<file path="src/rtl/fetch_queue_if.sv">
// Fetch-queue bundle: instruction-memory port, redirect request and the
// valid/ready decode handshake, grouped so the front end connects with one port.
interface fetch_queue_if #(
  parameter int XLEN  = 32,
  parameter int ILEN  = 32,
  parameter int DEPTH = 4
);
  localparam int CW = $clog2(DEPTH + 1);

  logic [XLEN-1:0] imem_addr;
  logic [ILEN-1:0] imem_rdata;
  logic            redirect_valid;
  logic [XLEN-1:0] redirect_pc;
  logic            out_valid;
  logic            out_ready;
  logic [ILEN-1:0] out_instr;
  logic [XLEN-1:0] out_pc;
  logic [CW-1:0]   count;

  // Front-end side: drives fetch address and the queue head.
  modport master (
    output imem_addr,
    input  imem_rdata,
    input  redirect_valid,
    input  redirect_pc,
    output out_valid,
    input  out_ready,
    output out_instr,
    output out_pc,
    output count
  );

  // Environment side: memory, branch unit and decode.
  modport slave (
    input  imem_addr,
    output imem_rdata,
    output redirect_valid,
    output redirect_pc,
    input  out_valid,
    output out_ready,
    input  out_instr,
    input  out_pc,
    input  count
  );
endinterface

</file>
<file path="src/rtl/fetch_queue.sv">
// Instruction-fetch front end: sequential PC generator feeding a DEPTH-entry
// prefetch FIFO of {pc, instr}, flushed and restarted by a redirect.
module fetch_queue #(
  parameter int              XLEN     = 32,
  parameter int              ILEN     = 32,
  parameter int              DEPTH    = 4,
  parameter logic [XLEN-1:0] RESET_PC = '0,
  parameter logic [XLEN-1:0] PC_STEP  = XLEN'(4)
) (
  input  logic              clk,
  input  logic              rst,
  fetch_queue_if.master     bus
);
  localparam int            PW         = $clog2(DEPTH);
  localparam int            CW         = $clog2(DEPTH + 1);
  localparam logic [CW-1:0] FULL_COUNT = CW'(DEPTH);

  logic [XLEN-1:0] pc_q, pc_d;
  logic [PW-1:0]   wr_ptr_q, wr_ptr_d;
  logic [PW-1:0]   rd_ptr_q, rd_ptr_d;
  logic [CW-1:0]   count_q, count_d;
  logic [XLEN-1:0] slot_pc_q    [DEPTH];
  logic [ILEN-1:0] slot_instr_q [DEPTH];

  logic out_valid_s;
  logic pop_s;
  logic push_s;

  // Handshake decisions; a full queue may still accept when the head leaves this cycle.
  always_comb begin
    out_valid_s = (count_q != {CW{1'b0}});
    pop_s       = out_valid_s & bus.out_ready & ~bus.redirect_valid;
    push_s      = ~bus.redirect_valid & ((count_q < FULL_COUNT) | (out_valid_s & bus.out_ready));
  end

  // Next-state: redirect discards everything and restarts at the target.
  always_comb begin
    pc_d     = pc_q;
    wr_ptr_d = wr_ptr_q;
    rd_ptr_d = rd_ptr_q;
    count_d  = count_q;
    if (bus.redirect_valid) begin
      pc_d     = bus.redirect_pc;
      wr_ptr_d = {PW{1'b0}};
      rd_ptr_d = {PW{1'b0}};
      count_d  = {CW{1'b0}};
    end else begin
      if (push_s) begin
        wr_ptr_d = wr_ptr_q + PW'(1);
        pc_d     = pc_q + PC_STEP;
      end else begin
        wr_ptr_d = wr_ptr_q;
        pc_d     = pc_q;
      end
      if (pop_s) begin
        rd_ptr_d = rd_ptr_q + PW'(1);
      end else begin
        rd_ptr_d = rd_ptr_q;
      end
      case ({push_s, pop_s})
        2'b10:   count_d = count_q + CW'(1);
        2'b01:   count_d = count_q - CW'(1);
        default: count_d = count_q;
      endcase
    end
  end

  // Control state registers.
  always_ff @(posedge clk) begin
    if (rst) begin
      pc_q     <= RESET_PC;
      wr_ptr_q <= {PW{1'b0}};
      rd_ptr_q <= {PW{1'b0}};
      count_q  <= {CW{1'b0}};
    end else begin
      pc_q     <= pc_d;
      wr_ptr_q <= wr_ptr_d;
      rd_ptr_q <= rd_ptr_d;
      count_q  <= count_d;
    end
  end

  // Entry storage; contents are don't-care until written, so no reset.
  always_ff @(posedge clk) begin
    if (push_s & ~rst) begin
      slot_pc_q[wr_ptr_q]    <= pc_q;
      slot_instr_q[wr_ptr_q] <= bus.imem_rdata;
    end
  end

  // Outputs depend only on registered state; head fields read as zero when empty.
  always_comb begin
    bus.imem_addr = pc_q;
    bus.out_valid = out_valid_s;
    bus.count     = count_q;
    if (out_valid_s) begin
      bus.out_pc    = slot_pc_q[rd_ptr_q];
      bus.out_instr = slot_instr_q[rd_ptr_q];
    end else begin
      bus.out_pc    = {XLEN{1'b0}};
      bus.out_instr = {ILEN{1'b0}};
    end
  end
endmodule
</file>
<file path="src/flat_wrapper.sv">
// flat-port wrapper written by rule: the top's interface ports become plain ports
module fetch_queue_flat 
#(
  parameter int              XLEN     = 32,
  parameter int              ILEN     = 32,
  parameter int              DEPTH    = 4,
  parameter logic [XLEN-1:0] RESET_PC = '0,
  parameter logic [XLEN-1:0] PC_STEP  = XLEN'(4)
)
  (clk, rst, bus_imem_addr, bus_imem_rdata, bus_redirect_valid, bus_redirect_pc, bus_out_valid, bus_out_ready, bus_out_instr, bus_out_pc, bus_count);
  fetch_queue_if #(.XLEN(XLEN), .ILEN(ILEN), .DEPTH(DEPTH)) bus_i ();
  input  logic clk;
  input  logic rst;
  output wire logic [$bits(bus_i.imem_addr)-1:0] bus_imem_addr;
  input wire logic [$bits(bus_i.imem_rdata)-1:0] bus_imem_rdata;
  input wire logic [$bits(bus_i.redirect_valid)-1:0] bus_redirect_valid;
  input wire logic [$bits(bus_i.redirect_pc)-1:0] bus_redirect_pc;
  output wire logic [$bits(bus_i.out_valid)-1:0] bus_out_valid;
  input wire logic [$bits(bus_i.out_ready)-1:0] bus_out_ready;
  output wire logic [$bits(bus_i.out_instr)-1:0] bus_out_instr;
  output wire logic [$bits(bus_i.out_pc)-1:0] bus_out_pc;
  output wire logic [$bits(bus_i.count)-1:0] bus_count;
  assign bus_imem_addr = bus_i.imem_addr;
  assign bus_i.imem_rdata = bus_imem_rdata;
  assign bus_i.redirect_valid = bus_redirect_valid;
  assign bus_i.redirect_pc = bus_redirect_pc;
  assign bus_out_valid = bus_i.out_valid;
  assign bus_i.out_ready = bus_out_ready;
  assign bus_out_instr = bus_i.out_instr;
  assign bus_out_pc = bus_i.out_pc;
  assign bus_count = bus_i.count;
  fetch_queue #(.XLEN(XLEN), .ILEN(ILEN), .DEPTH(DEPTH), .RESET_PC(RESET_PC), .PC_STEP(PC_STEP)) u_core (.clk(clk), .rst(rst), .bus(bus_i));
endmodule
</file>
<file path="config.mk">
export PLATFORM = sky130hd
export DESIGN_NAME = fetch_queue_flat
export DESIGN_NICKNAME = d
export VERILOG_FILES = /design/src/rtl/fetch_queue_if.sv /design/src/rtl/fetch_queue.sv /design/src/flat_wrapper.sv
export SDC_FILE = /design/constraint.sdc
export NUM_CORES = 1
export LEC_CHECK = 0
export CAP_MARGIN = 10
export CORE_MARGIN = 3
export CORE_UTILIZATION = 45
export CTS_BUF_LIST = sky130_fd_sc_hd__clkbuf_4 sky130_fd_sc_hd__clkbuf_8
export DETAILED_ROUTE_END_ITERATION = 7
export PLACE_DENSITY = 0.73
export SYNTH_ARGS = -nofsm -noshare
export SYNTH_HDL_FRONTEND = slang
export SYNTH_SLANG_ARGS = --single-unit
</file>
<file path="constraint.sdc">
create_clock -name clk -period 4.5 [get_ports clk]
set_clock_uncertainty 0.2 [all_clocks]
set_input_delay 0.675 -clock clk [delete_from_list [all_inputs] [get_ports clk]]
set_output_delay 0.675 -clock clk [all_outputs]
set_load 0.1 [all_outputs]
</file>
# Word-level counts from Yosys, hierarchy flattened

Memories as Yosys holds them, arrays and structs flattened. A register that Yosys moved wholly into a read port is not among the register bits.
Cells that the tools add are included.

Flip-flop bits (word level): 39
RAM bits: 256
Input port bits: 68
Output and inout port bits: 100
Memories kept: 2

Add/subtract/negate cells: 5
Order comparisons: 1
Equal/unequal tests: 2
Muxes and demuxes: 11
Bitwise logic cells: 7
Reduce and logical (&&, ||, !) cells: 4

Memories:

| memory              | words | width | read ports | clocked after Yosys merged registers in | write ports | line              | text |
|---|---|---|---|---|---|---|---|
| u_core.slot_instr_q | 4     | 32    | 1          | 1                                       | 1           | fetch_queue.sv:23 | `logic [ILEN-1:0] slot_instr_q [DEPTH];` |
| u_core.slot_pc_q    | 4     | 32    | 1          | 1                                       | 1           | fetch_queue.sv:22 | `logic [XLEN-1:0] slot_pc_q [DEPTH];` |

Operators by type and width:

| kind                  | number |
|---|---|
| $mux 32               | 4 |
| $add 32x3->32 const B | 1 |
| $mux 2                | 4 |
| $pmux 3 s2            | 1 |
| $add 2x1->2 const B   | 2 |
| $and 1x1->1           | 4 |
| $reduce_bool 2->1     | 2 |
| $add 3x1->3 const B   | 1 |
| $lt 3x3->1 const B    | 1 |
| $reduce_bool 3->1     | 1 |
| $sub 3x1->3 const B   | 1 |
| $eq 2x1->1 const B    | 1 |
| $eq 2x2->1 const B    | 1 |
| $mux 1                | 2 |
| $not 1->1             | 2 |
| $reduce_or 2->1       | 1 |
| $or 1x1->1            | 1 |

# Depth between registers and ports, before layout

Gate-level depths: netlist of the first run.

Depth in word-level cells: 7
Gate-level depth with buffers: 11

# Worst setup path before layout of the first run

No wires, ideal clock.

Kind: reg2out
Start: register u_core.count_q[2], in the netlist u_core.bus.count[2]
End: output bus_out_pc[22]
Arrival time: 3.091 ns
Setup slack: 0.534 ns
Stages on the path, launching flop included: 4
Buffers on the path: 1
Cell sequence: dfxtp_1 or3_1 clkbuf_1 and2_1

Longest elaborated chain between the ends: 2

Ends and longest elaborated chain:

| item                     | line               | text |
|---|---|---|
| start: declaration       | fetch_queue.sv:21  | `logic [CW-1:0] count_q, count_d;` |
| start signal: assignment | fetch_queue.sv:74  | `count_q <= {CW{1'b0}};` |
| start signal: assignment | fetch_queue.sv:79  | `count_q <= count_d;` |
| $reduce_bool 3->1        | fetch_queue.sv:31  | `out_valid_s = (count_q != {CW{1'b0}});` |
| named net bus_out_valid  | flat_wrapper.sv:18 | `output wire logic [$bits(bus_i.out_valid)-1:0] bus_out_valid;` |
| $mux 32                  | fetch_queue.sv:96  | `if (out_valid_s) begin` |
| end: declaration         | flat_wrapper.sv:21 | `output wire logic [$bits(bus_i.out_pc)-1:0] bus_out_pc;` |

The timed path passes the listed nets, and every way through them passes these cells.

==> impl_metrics.tcl, run 1 <==
set metrics [dict create \
    switching_share_pct 25.8 \
    hpwl_um 16900 \
    grt_first_pass_wirelength_um 41600 \
    worstMarginPinSlew_ps 1110 \
    cts-root-buf "clkbuf_8" \
    p_per_area_nw_per_um2 409 \
    finalCritPeriodShare_pct 81.1 \
    synth_edf_count 256 \
    worstSkewPairLatency_ps 560 \
    yosys.cell_types.count 55 \
    vias 7135 \
    clock_path_buffers 3 \
    numPortBuffers 167 \
    wirelength_um 27000 \
    cts.sinks 297 \
    hold_class "flop to flop" \
    routabilityCongestion 0.879 \
    fmax_ghz 0.274 \
    p_int_w 0.00452 \
    synth_flop_cell "edfxtp_1" \
    ys_async_sr_fraction_pct 0 \
    grt_max_degree 67 \
    final_nets 974 \
    die_area_um2 28800 \
    core_area_um2 26200 \
    drive_above_1_share_pct 24.3 \
    synthCells 710 \
    overflow 0 \
    cts_tree "built" \
    num_rows 59 \
    grt_pass1_vias 7293 \
    die_y_um 170 \
    area_delta_synth_final_pct 23.7 \
    path_clk_slew_ps 60 \
    ys_seq_area_share_pct 70.6 \
    finalHoldViolCount 0 \
    slew_headroom_pct 25.0 \
    drc 0 \
    ys_warn_count 0 \
    ant_nets 0 \
    ioPinCount 168 \
    setup_violations 0 \
    worstPathArrival_ps 2770 \
    run_status "finished, final reports clean" \
    p_sw_w 0.00157 \
    worstSetupPathType "flop to output port" \
    via_per_inst 5.64 \
    min_period_ps 3650 \
    power_frac_comb_pct 12.1 \
    synth_seq_cells 297 \
    required_ps 3620 \
    syn_area_per_cell_um2 17.0 \
    post_drt_wl_per_cell_um 21.3 \
    p_leak_nw 4.94 \
    ir_worst_vdd_mv 0.196 \
    power_frac_seq_pct 51.7 \
    initialDrtViolationCount 651 \
    power.share.clock_pct 36.2 \
    grt.total_usage_pct 18.6 \
    cts-buffers-inserted 46 \
    slew_violations 0 \
    final_util_pct 56.8 \
    cts_resized 0 \
    hold_buffers 0 \
    postCtsSetupRepairBufs 0 \
    die_w_um 170 \
    netlist_area_um2 12000 \
    cap_violations 0 \
    syn-num-nets 785 \
    diodes 0 \
    first_pass_iters 5 \
    cts_max_level 2 \
    grt_setup_unrepaired "false" \
    crit_path_end_kind "output port" \
    start_kind "flop" \
    tns_ps 0 \
    antenna_found_initial 0 \
    cp_max_fo 32 \
    initial_core_util_pct 46.0 \
]
## kinds of logic after synthesis
| logic type | after synthesis | share of synthesized area (%) |
|---|---|---|
| XOR/XNOR | 15 | 1.09 |
| buffers and inverters | 52 | 1.69 |
| AND/OR/NAND/NOR | 217 | 10.1 |
| adder cells (fa/ha/maj) | 7 | 0.790 |
| AO/OA/AOI/OAI | 56 | 3.53 |
| flip-flops | 297 | 70.6 |
| multiplexers | 66 | 12.1 |
## state kept, by name, summed over array words and instances, names as in the netlist, named ones only
signal                cells
u_core.bus.count          3
u_core.bus.imem_addr     32
u_core.rd_ptr_q           2
u_core.slot_instr_q     128
u_core.slot_pc_q        128
u_core.wr_ptr_q           2
## layout by cell type (no fill, tap or decap), drive strengths merged, types with 9 or more instances in the layout
master         instances
and3                   9
nor4                  11
mux4                  64
clkbuf                69
xnor2                 10
buf                   76
and2                  66
nand4                 13
dfxtp                 41
inv                   14
edfxtp               256
nor2                  33
nand3                 17
nand2                 31
a211oi                10
clkdlybuf4s50        103
## per-stage QoR
step           hold WS [ps]  cells  total power [W]  setup WS (ps)  instance area [um^2]
6_report                308   1264          0.00610            852                 14900
5_1_grt                 354   1264          0.00630            655                 14900
4_1_cts                 303   1264          0.00615            762                 14900
3_5_place_dp            295   1186          0.00395            984                 14000
3_3_place_gp            290   1186          0.00394           1030                 14000
2_1_floorplan           265    710          0.00370            534                 12000
## power by group through the flow
stage                     clock [W]  combinational [W]  sequential (W)
after floorplan                   0           0.000368         0.00333
after global placement            0           0.000737         0.00320
after detailed placement          0           0.000740         0.00321
after CTS                   0.00226           0.000741         0.00315
after global routing        0.00238           0.000766         0.00316
final                       0.00221           0.000735         0.00315
## area by class of cell
cell class              instances  area (um^2)
multi-input cells             361         3350
well taps                     335          419
flip-flops and latches        297         8520
clock inverters                 9         72.6
inverters                      14         52.6
clock buffers                  69          843
repair buffers                179         1640
fillers                      2037        11300
## synth_stat cells (all sizes together) (7+ instances only)
master  number  share of area, %
nand4       13              0.68
inv         13              0.41
nand3       17              0.75
mux4        64                12
clkbuf      28              0.87
and2        66               3.4
nor2        33               1.0
dfxtp       41               6.8
edfxtp     256                64
xnor2       10              0.73
a211oi      10              0.62
and3         9              0.47
nand2       31              0.97
buf         10              0.38
a311oi       8              0.58
or4          8              0.53
or3          7              0.36
nor4        11              0.57
## metal layers
metal | part of all wire, % | GRT usage, % | vias to the layer above
li1 | - | - | 3212
met1 | 43 | 26.6 | 3599
met2 | 47 | 29.5 | 275
met3 | 7.2 | 4.10 | 49
met4 | 1.8 | 4.48 | 0
met5 | 0 | 0 | -
## final timing paths
| check | startpoint | slack, ps | end | depth (start not counted) |
|---|---|---|---|---|
| hold / removal | u_core.wr_ptr_q[1] | 310 | u_core.wr_ptr_q[1] | 2 |
| setup / recovery | flop | 850 | bus_out_pc[14] | 4 |
| hold reg to reg | u_core.wr_ptr_q[1] | 310 | u_core.wr_ptr_q[1] | 2 |
| setup reg to reg | u_core.bus.count[2] | 1660 | u_core.bus.count[2] | 9 |
## worst max-delay path: stages, from the launching register on
cell and delay [ps]:
dfxtp_4 740, buf_4 440, mux4_2 550, and2_1 210
buf_4 240
(Power assumes the default switching activity.)
==> run 2: changes to the inputs <==
==> constraint.sdc (replaced) <==
create_clock -name clk -period 3.5 [get_ports clk]
set_clock_uncertainty 0.2 [all_clocks]
set_input_delay 0.525 -clock clk [delete_from_list [all_inputs] [get_ports clk]]
set_output_delay 0.525 -clock clk [all_outputs]
set_load 0.1 [all_outputs]
==> impl_metrics.tcl, run 2 (synthesis results as in run 1) <==
set metrics [dict create \
    run_status "finished, final reports clean" \
    drive_above_1_share_pct 29.4 \
    cts_resized 0 \
    cp-startpoint "u_core.bus.count[2]" \
    p_int_w 0.00580 \
    grt_first_pass_wirelength_um 42500 \
    worstPathCellList "or3_2, buf_4, and2_1, buf_4" \
    hold_class "flop to flop" \
    slew_headroom_pct 39.8 \
    switching_share_pct 26.1 \
    die_y_um 170 \
    cp_common_cell "buf_4" \
    final_common_cell "edfxtp_1" \
    num_rows 59 \
    cts_tree "built" \
    power_frac_seq_pct 51.5 \
    postLayoutSetupSlackWorst_ps 266 \
    r2r_cells 8 \
    p_leak_nw 5.19 \
    hold_depth 2 \
    area_delta_synth_final_pct 27.5 \
    diodes 0 \
    p_sw_w 0.00205 \
    start_kind "flop" \
    min_period_ps 3230 \
    worstPathArrival_ps 2510 \
    grt_max_degree 65 \
    grt_setup_unrepaired "false" \
    post_drt_wl_per_cell_um 21.4 \
    power_frac_comb_pct 12.8 \
    grt.met3_usage_pct 3.56 \
    cts_max_level 2 \
    final_nets 994 \
    ioPinCount 168 \
    cts-buffers-inserted 46 \
    core_area_um2 26200 \
    grt.total_usage_pct 19.0 \
    die_w_um 170 \
    finalHoldViolCount 0 \
    r2r_start "u_core.bus.count[2]" \
    required_ps 2770 \
    layoutNonFillerInstCount 1286 \
    met1_usage_pct 27.5 \
    final_cell_mix "edfxtp_1 (256), buf_4 (96), clkdlybuf4s50_1 (67)" \
    overflow 0 \
    die_area_um2 28800 \
    hpwl_um 18000 \
    path_clk_slew_ps 60 \
    first_pass_iters 5 \
    min_to "u_core.wr_ptr_q[1]" \
    grt_pass1_vias 7345 \
    clock_path_buffers 3 \
    wirelength_um 27500 \
    initialDrtViolationCount 709 \
    worstSetupPathType "flop to output port" \
    dp_cells 1206 \
    slew_violations 0 \
    tns_ps 0 \
    hold_buffers 0 \
    cts-root-buf "clkbuf_8" \
    post-route-cell-area_um2 15400 \
    ant_nets 0 \
    place_area_um2 14500 \
    cp_slowest_stage_delay_ps 830 \
    ir_worst_vdd_mv 0.257 \
    cts.sinks 297 \
    routabilityCongestion 0.823 \
    r2r_slack_ps 650 \
    numPortBuffers 167 \
    fmax_ghz 0.309 \
    initial_core_util_pct 46.0 \
    power.share.clock_pct 35.7 \
    vias 7276 \
    postCtsSetupRepairBufs 0 \
    worstMarginPinSlew_ps 900 \
    cp_max_fo 36 \
    fin_hold_ws_ps 297 \
    timing.rr.end "u_core.bus.count[2]" \
    grt_util_met2_pct 29.6 \
    cap_violations 0 \
    crit_path_end_kind "output port" \
    antenna_found_initial 0 \
    grt-busiest-layer "met2" \
    setup_violations 0 \
    hold_start "u_core.wr_ptr_q[1]" \
    worstSkewPairLatency_ps 540 \
    finalCritPeriodShare_pct 92.4 \
    pre_cts_ws_ps 527 \
    via_per_inst 5.66 \
    drc 0 \
    crit_slowest_cell "or3_2" \
    n_fill_cell 1964 \
    p_per_area_nw_per_um2 511 \
]
==> run 2: cell types whose count changed in the layout (fill, tap and decap cells not counted) <==
cell             before  now
clkbuf_4             17   14
buf_12                3   36
buf_4                73   96
clkbuf_8             52   51
clkinv_2              1    4
inv_8                 1    0
clkdlybuf4s50_1     103   67
clkinv_1              6   10
==> run 2: worst max-delay path by stage <==
stage,to,slack (ps),cells after the start
floorplan,u_core.slot_instr_q[0][0],40,3
global placement,u_core.bus.count[2],570,9
detailed placement,u_core.bus.count[2],530,9
CTS,bus_out_pc[30],210,4
global route,bus_out_pc[20],150,4
finish,bus_out_pc[4],270,4
==> run 2: power groups by stage <==
stage / sequential (W) / combinational, W / clock (W)
floorplan: 0.00428 / 0.000473 / 0
global placement: 0.00411 / 0.00101 / 0
detailed placement: 0.00411 / 0.00101 / 0
CTS: 0.00404 / 0.00102 / 0.00287
global route: 0.00405 / 0.00105 / 0.00302
finish: 0.00404 / 0.00101 / 0.00280
==> run 2: per-layer routing <==
layer	up-vias	part of all wire, %
li1	3251	-
met5	-	0
met1	3589	42
met4	0	2.6
met2	378	47
met3	58	8.4
==> run 2: layout make-up <==
class	instances	area (um^2)	area share, %
clock buffers	65	807	5.26
clock inverters	15	91.3	0.595
well taps	335	419	2.73
multi-input cells	361	3350	21.8
repair buffers	199	2110	13.8
flip-flops and latches	297	8520	55.5
inverters	14	52.6	0.342
==> run 2: worst max-delay path: cells and delay by family, from the launching register on <==
kind	cells	cell delay (ps)
simple gates	2	1020
buf+inv	2	590
flops	1	360
==> run 2: metrics by stage <==
step	power [W]	util [%]
after floorplan	0.00476	-
after global placement	0.00512	55.1
after detailed placement	0.00513	55.1
after CTS	0.00792	58.6
after global routing	0.00812	58.6
final	0.00785	58.6
